==> config.mk <==
export PLATFORM = sky130hd
export DESIGN_NAME = eth_rx_framer
export DESIGN_NICKNAME = d
export VERILOG_FILES = /design/src/rtl/eth_rx_framer.sv
export SDC_FILE = /design/constraint.sdc
export NUM_CORES = 1
export LEC_CHECK = 0
export BUFFER_PORTS_ARGS = -buffer_cell sky130_fd_sc_hd__buf_2
export CORE_ASPECT_RATIO = 0.7
export CORE_MARGIN = 10
export CORE_UTILIZATION = 61
export DETAILED_ROUTE_END_ITERATION = 7
export GPL_ROUTABILITY_DRIVEN = 0
export GPL_TIMING_DRIVEN = 0
export PLACE_DENSITY = 0.79
export SLEW_MARGIN = 15
export SYNTH_ARGS = -nofsm -noshare
export SYNTH_HDL_FRONTEND = slang
export SYNTH_SLANG_ARGS = --single-unit
==> constraint.sdc <==
create_clock -name clk -period 8.4 [get_ports clk]
set_clock_uncertainty 0.2 [all_clocks]
set_input_delay 0.84 -clock clk [delete_from_list [all_inputs] [get_ports clk]]
set_output_delay 0.84 -clock clk [all_outputs]
set_load 0.03 [all_outputs]
==> src/rtl/eth_rx_framer.sv <==
// eth_rx_framer: receive framing stage feeding the RX buffer write port.
// Checks length and FCS, reports good frames, counts drops and rejects.
module eth_rx_framer #(
  parameter int MTU   = 1536,
  parameter int LEN_W = 16
) (
  input  logic             clk,
  input  logic             rst,
  input  logic [7:0]       s_data,
  input  logic             s_valid,
  input  logic             s_last,
  input  logic             s_err,
  input  logic             host_busy,
  output logic             buf_we,
  output logic [LEN_W-1:0] buf_addr,
  output logic [7:0]       buf_wdata,
  output logic             rx_busy,
  output logic             rx_done,
  output logic [LEN_W-1:0] rx_len,
  output logic             crc_ok,
  output logic [LEN_W-1:0] n_dropped,
  output logic [LEN_W-1:0] n_bad
);

  typedef enum logic [1:0] {
    S_RESYNC, S_IDLE, S_RECV, S_DROP
  } state_t;

  localparam logic [LEN_W-1:0] MTU_L = LEN_W'(MTU);
  localparam logic [LEN_W-1:0] MIN_L = LEN_W'(64);
  localparam logic [31:0] RESIDUE = 32'hDEBB20E3;

  state_t r_state, w_state_nxt;
  logic [LEN_W-1:0] r_cnt;
  logic [31:0]      r_crc;
  logic             r_err;

  logic             w_idle, w_recv, w_fits;
  logic             w_accept, w_ovf, w_drop_end;
  logic [LEN_W-1:0] w_cnt_in;
  logic [31:0]      w_crc_in, w_crc_step;
  logic             w_err_acc, w_crc_match, w_good;

  logic             w_we, w_busy, w_done, w_ok;
  logic [LEN_W-1:0] w_addr, w_len, w_cnt_nxt;
  logic [7:0]       w_wdata;
  logic [31:0]      w_crc_nxt;
  logic             w_err_nxt, w_drop_inc, w_bad_inc;

  // One byte of the reflected CRC-32 (poly 0xEDB88320), LSB first.
  function automatic logic [31:0] crc_byte(
    input logic [31:0] c,
    input logic [7:0]  d
  );
    logic [31:0] x;
    x = c;
    for (int i = 0; i < 8; i++) begin
      if (x[0] ^ d[i]) x = (x >> 1) ^ 32'hEDB88320;
      else             x = x >> 1;
    end
    return x;
  endfunction

  // A new frame starts from a fresh count and CRC seed.
  always_comb begin
    w_idle      = (r_state == S_IDLE);
    w_recv      = (r_state == S_RECV);
    w_cnt_in    = w_idle ? '0 : r_cnt;
    w_crc_in    = w_idle ? 32'hFFFFFFFF : r_crc;
    w_crc_step  = crc_byte(w_crc_in, s_data);
    w_crc_match = (w_crc_step == RESIDUE);
    w_err_acc   = (w_recv & r_err) | s_err;
    w_fits      = (w_cnt_in < MTU_L);
    w_accept    = s_valid & ((w_idle & ~host_busy) | (w_recv & w_fits));
    w_ovf       = s_valid & w_recv & ~w_fits;
    w_drop_end  = s_valid & s_last &
                  ((w_idle & host_busy) | (r_state == S_DROP) | w_ovf);
    w_good      = w_crc_match & ~w_err_acc &
                  ((w_cnt_in + LEN_W'(1)) >= MIN_L);
  end

  // State register.
  always_ff @(posedge clk) begin
    if (rst) r_state <= S_RESYNC;
    else     r_state <= w_state_nxt;
  end

  // Next-state decode.
  always_comb begin
    w_state_nxt = r_state;
    unique case (r_state)
      S_RESYNC: if (!s_valid) w_state_nxt = S_IDLE;
      S_IDLE: begin
        if (s_valid && !s_last)
          w_state_nxt = host_busy ? S_DROP : S_RECV;
      end
      S_RECV: begin
        if (s_valid) begin
          if (s_last)      w_state_nxt = S_IDLE;
          else if (!w_fits) w_state_nxt = S_DROP;
        end
      end
      S_DROP: if (s_valid && s_last) w_state_nxt = S_IDLE;
      default: w_state_nxt = S_RESYNC;
    endcase
  end

  // Next values of the registered outputs and datapath.
  always_comb begin
    w_we       = 1'b0;
    w_addr     = buf_addr;
    w_wdata    = buf_wdata;
    w_busy     = rx_busy;
    w_done     = 1'b0;
    w_len      = rx_len;
    w_ok       = crc_ok;
    w_cnt_nxt  = r_cnt;
    w_crc_nxt  = r_crc;
    w_err_nxt  = r_err;
    w_drop_inc = w_drop_end;
    w_bad_inc  = 1'b0;
    if (w_accept) begin
      w_we      = 1'b1;
      w_addr    = w_cnt_in;
      w_wdata   = s_data;
      w_busy    = ~s_last;
      w_cnt_nxt = w_cnt_in + LEN_W'(1);
      w_crc_nxt = w_crc_step;
      w_err_nxt = w_err_acc;
      if (s_last) begin
        if (w_good) begin
          w_done = 1'b1;
          w_len  = w_cnt_in - LEN_W'(3);
          w_ok   = 1'b1;
        end else begin
          w_bad_inc = 1'b1;
          w_ok      = w_crc_match;
        end
      end
    end else if (w_ovf) begin
      w_busy = 1'b0;
    end
  end

  // Output and datapath registers; counters saturate at all-ones.
  always_ff @(posedge clk) begin
    if (rst) begin
      buf_we    <= 1'b0;
      buf_addr  <= '0;
      buf_wdata <= '0;
      rx_busy   <= 1'b0;
      rx_done   <= 1'b0;
      rx_len    <= '0;
      crc_ok    <= 1'b0;
      n_dropped <= '0;
      n_bad     <= '0;
      r_cnt     <= '0;
      r_crc     <= 32'hFFFFFFFF;
      r_err     <= 1'b0;
    end else begin
      buf_we    <= w_we;
      buf_addr  <= w_addr;
      buf_wdata <= w_wdata;
      rx_busy   <= w_busy;
      rx_done   <= w_done;
      rx_len    <= w_len;
      crc_ok    <= w_ok;
      r_cnt     <= w_cnt_nxt;
      r_crc     <= w_crc_nxt;
      r_err     <= w_err_nxt;
      if (w_drop_inc && !(&n_dropped))
        n_dropped <= n_dropped + LEN_W'(1);
      if (w_bad_inc && !(&n_bad))
        n_bad <= n_bad + LEN_W'(1);
    end
  end

endmodule

=== Yosys cells after proc, flatten, opt, wreduce, memory -nomap -nowiden ===
Index checks and enable logic that the tools add are counted.

* Add/sub/neg operators: 4
* $lt $le $gt $ge: 2
* Eq/ne operators: 9
* Mux-type cells: 26
* Bitwise operators: 36
* Reduce and logical (&&, ||, !) cells: 15

{| class="wikitable"
|+ Operator list
! cell !! number
|-
| $mux W32 || 9
|-
| $not A13 Y14 || 8
|-
| $add A16 B1 Y16 const B || 3
|-
| $eq A32 B32 Y1 const B || 1
|-
| $reduce_and A16 Y1 || 2
|-
| $ge A16 B7 Y1 const B || 1
|-
| $lt A16 B11 Y1 const B || 1
|-
| $mux W16 || 1
|-
| $sub A16 B2 Y16 const B || 1
|-
| $mux W2 || 6
|-
| $and A1 B1 Y1 || 11
|-
| $mux W1 || 9
|-
| $pmux W2 S4 || 1
|-
| $xor A1 B1 Y1 || 8
|-
| $not A1 Y1 || 5
|-
| $reduce_and A5 Y1 || 1
|-
| $eq A2 B2 Y1 const B || 2
|-
| $logic_and A1 B1 Y1 || 4
|-
| $ne A2 B1 Y1 const B || 2
|-
| $ne A2 B2 Y1 const B || 2
|-
| $or A1 B1 Y1 || 4
|-
| $logic_not A1 Y1 || 3
|-
| $ne A3 B3 Y1 const B || 1
|-
| $reduce_and A3 Y1 || 1
|-
| 5 further kinds || 5
|}

* Bits in registers: 127
* Input bits: 14
* Output and inout bits: 76
* Logic and storage cells: 105

=== Longest topological paths before layout ===
* Depth in word-level cells: 25
* Mapped depth: 23

=== Worst setup path before layout ===
No wires, ideal clock.

* Path kind: register -> register
* From: reg r_state[1]
* To: reg n_bad[4]
* Library setup time: 121 ps
* Arrival: 4415 ps
* Data required time: 8079 ps
* Slack: 3664 ps
* Cell stages (with the launch flop): 23
* Buffers on the path: 9
* Path through: dfxtp_1 inv_1 ha_1 buf_4 buf_6 buf_4 buf_2 buf_1 clkbuf_1 clkbuf_1 nor2b_1 ha_1 clkbuf_1 nand3_1 nor4_1 nand2_1 xor2_1 a21oi_1 o31ai_1 nor4_4 buf_6 nor4b_1 mux2_2

{| class="wikitable"
|+ RTL lines
! what !! RTL line !! source
|-
| start: declaration || 33 || <nowiki>state_t r_state, w_state_nxt;</nowiki>
|-
| start signal: assignment || 85 || <nowiki>else r_state <= w_state_nxt;</nowiki>
|-
| $eq A2 B1 Y1 * || 66 || <nowiki>w_idle = (r_state == S_IDLE);</nowiki>
|-
| $mux W16 * || 68 || <nowiki>w_cnt_in = w_idle ? '0 : r_cnt;</nowiki>
|-
| net w_cnt_in[1] || 40 || <nowiki>logic [LEN_W-1:0] w_cnt_in;</nowiki>
|-
| $add A16 B1 Y16 || 79 || <nowiki>((w_cnt_in + LEN_W'(1)) >= MIN_L);</nowiki>
|-
| $ge A16 B7 Y1 || 79 ||
|-
| $and A1 B1 Y1 || 78 || <nowiki>w_good = w_crc_match & ~w_err_acc &</nowiki>
|-
| $mux W1 || 131 || <nowiki>if (w_good) begin</nowiki>
|-
| $mux W1 || 130 || <nowiki>if (s_last) begin</nowiki>
|-
| $mux W1 * || 122 || <nowiki>if (w_accept) begin</nowiki>
|-
| $logic_and A1 B1 Y1 * || 173 || <nowiki>if (w_bad_inc && !(&n_bad))</nowiki>
|-
| end signal: assignment || 174 || <nowiki>n_bad <= n_bad + LEN_W'(1);</nowiki>
|-
| end: declaration || 22 || <nowiki>output logic [LEN_W-1:0] n_bad</nowiki>
|}

Mark *: on every way through the listed nets, which the timed path passes. The rest lies on a longest branch.
A chain may end at the register's enable or synchronous reset.

=== Worst setup path after layout ===
Same ends and word-level chain as after synthesis.

==> results.py <==
metrics = {
    "floorplanning": {
        "die_w_um": 153,
        "rows": 33,
        "ios": 90,
        "fp.coreArea_um2": 11900,
        "start_util_pct": 63.6,
        "die_h_um": 113,
        "die-area_um2": 17300,
    },
    "synthesis": {
        "synth_area_um2": 7560,
        "synth_cells": 902,
        "yosys.cell_types.count": 73,
        "synth_edf_count": 0,
        "synthTopCellsByCount": "dfxtp_1, nor2_1, xnor2_1",
        "synth_seq_cells": 127,
        "synth_fp_nets": 925,
        "synth_top_area_cell": "dfxtp_1",
        "ys_warn_count": 0,
        "synthTopCellsByArea": "dfxtp_1, xnor2_1, nor2_1",
        "syn_avg_cell_area_um2": 8.38,
        "async_flop_share_pct": 0,
        "synth.top_cell.area_share_pct": 33.6,
        "ys.flop_type": "dfxtp_1",
        "ys_seq_area_share_pct": 33.6,
    },
    "power_and_ir_drop": {
        "p_int_mw": 1.23,
        "pwr_density_cell_nw_per_um2": 212,
        "seqPwrFrac_pct": 34.6,
        "vdd_drop_max_mv": 0.137,
        "clkPwrFrac_pct": 37.2,
        "power_switching_mw": 0.618,
        "p_leak_nw": 3.63,
        "switching_share_pct": 33.5,
        "power_frac_comb_pct": 28.2,
    },
    "worst_setup_path": {
        "crit_required_ps": 8510,
        "crit_path_max_fanout": 10,
        "critPathKind": "flip-flop to flip-flop",
        "critPathCaptureType": "flip-flop",
        "startpoint_type": "flip-flop",
        "slowest_delay_ps": 630,
        "crit_chain": "inv_1, ha_1, buf_4, buf_6, buf_4, buf_2, buf_1, clkbuf_1, nor2b_1, ha_1, clkbuf_1, nand3_1, nor4_1, a21oi_1, a31oi_1, a21oi_1, o31ai_1, nor4_4, buf_6, nor4b_1, mux2_2",
        "r2r_slack_ps": 1790,
        "crit_slowest_cell": "o31ai_1",
        "arrival_ps": 6710,
    },
    "sta": {
        "fin_tns_setup_ps": 0,
        "max_freq_mhz": 151,
        "hold_viol": 0,
        "hold_slack_ps": 262,
        "post-route-period-util_pct": 78.6,
        "worst_slew_pin_slew_ps": 1010,
        "setup_violations": 0,
        "maxSlewViolCount": 0,
        "maxSlewHeadroom_pct": 32.3,
        "period_needed_ps": 6610,
        "rsz0062_at_grt": "no",
    },
    "job": {
        "maxCapViolCount": 0,
    },
    "placement": {
        "placed_cells": 1141,
        "placed_cell_area_um2": 8170,
        "port_buffers": 82,
        "dp_hpwl_mm": 16.8,
    },
    "drt": {
        "drt_first_pass_iters": 6,
        "drt_iter0_markers": 785,
        "ant_nets": 0,
        "routed_via_density": 6.04,
        "routed_wirelength_mm": 22.7,
        "num_vias": 7075,
        "wl_per_cell_um": 19.4,
        "drc": 0,
    },
    "cts": {
        "cts_hold_buffers": 0,
        "cts_root_buf": "clkbuf_16",
        "path_clk_slew_ps": 50,
        "ctsResizeCount": 0,
        "clock_latency_ps": 420,
        "cts.sinks": 127,
        "post-cts-setup-buffer-count": 0,
        "h-tree-depth": 4,
        "cts_inserted_buffers": 17,
        "cts_tree": "done",
        "clockBufferDepth": 2,
    },
    "final_layout": {
        "diodes": 0,
        "final_util_pct": 73.2,
        "layout-drive-gt1-share_pct": 16.3,
        "finalNetCount": 1026,
        "fin_area_um2": 8700,
        "final-instance-count-excl-fill": 1171,
        "syn_to_final_growth_pct": 15.1,
    },
    "global_route": {
        "gr-total-overflow": 0,
        "grt_pass1_wl_mm": 36.1,
        "antenna_found_initial": 0,
        "grt.total_usage_pct": 25.5,
        "grt_start_max_net_pins": 17,
        "grt_pass1_vias": 6673,
    },
    "min_path": {
        "hold_path.class": "flip-flop to flip-flop",
    },
    "outcome": {
        "status": "complete, no violations",
    },
}
-- per-stage QoR --
| stage | worst slack [ps] | total power [mW] |
|---|---|---|
| 2_1_floorplan | 3660 | 1.02 |
| 3_3_place_gp | 2140 | 1.14 |
| 3_5_place_dp | 2110 | 1.14 |
| 4_1_cts | 2070 | 1.82 |
| 5_1_grt | 1490 | 1.90 |
| 6_report | 1790 | 1.85 |
-- cells by family after synthesis --
group	share of synthesized area (%)
and+or+nand+nor	25.0
DFF	33.6
AOI/OAI and AO/OA	14.3
adders and majority gates	1.49
buffers and inverters	4.72
muxes	4.39
xor gates and xnor gates	16.4
-- routing by layer --
layer	wire [um]	part of all wire [%]	track usage (%)
met5	0	0	0
met3	3110	14	8.59
met2	9060	40	36.4
met1	10100	45	35.1
met4	443	1.9	8.43
-- state kept, by name, summed over array words and instances (netlist names), 2 cells and up --
| name | flops |
|---|---|
| buf_wdata | 8 |
| r_cnt | 16 |
| rx_len | 16 |
| r_state | 2 |
| buf_addr | 16 |
| r_crc | 32 |
| n_bad | 16 |
| n_dropped | 16 |
-- power groups by stage --
stage	clock network [mW]	logic, mW	registers [mW]
final	0.686	0.521	0.638
after floorplan	0	0.370	0.653
after global routing	0.715	0.546	0.640
after CTS	0.685	0.498	0.638
after detailed placement	0	0.493	0.651
after global placement	0	0.489	0.650
-- critical path: cells and delay by family (launching register included) --
kind                     cells  cell delay, ps
AO/OA/AOI/OAI                4            1050
adder cells (fa/ha/maj)      2             540
buffers and inverters        9            2090
flip-flops                   1             360
multiplexers                 1             370
AND/OR/NAND/NOR              5            1850
-- cells in the final DEF (no fill, tap or decap), drive strengths merged, types with 14 or more instances in the layout --
master,n
dfxtp,127
nand3,24
nor3,21
a21oi,33
nor2,129
xor2,29
xnor2,87
mux2i,14
nand2,85
a211o,28
buf,109
and2,14
o21ai,25
nor2b,20
clkbuf,59
mux2,17
a22oi,14
-- area by class of cell --
class / count / area, um^2
flip-flops and latches: 127 / 2540
multi-input cells: 697 / 4660
fillers: 941 / 3190
plain buffers: 67 / 315
clock buffers: 19 / 443
inverters: 11 / 41.3
repair buffers: 82 / 410
clock inverters: 11 / 93.8
well taps: 157 / 196
-- worst paths after layout --
path                             start                        end  cells past startpoint
max            r_state[1]$_SDFFE_PP0P_      n_bad[4]$_SDFFE_PP0P_                     21
min          buf_wdata[7]$_SDFFE_PP0P_  buf_wdata[7]$_SDFFE_PP0P_                      2
max reg2reg    r_state[1]$_SDFFE_PP0P_      n_bad[4]$_SDFFE_PP0P_                     21
min reg2reg  buf_wdata[7]$_SDFFE_PP0P_  buf_wdata[7]$_SDFFE_PP0P_                      2
(Power assumes the default switching activity.)
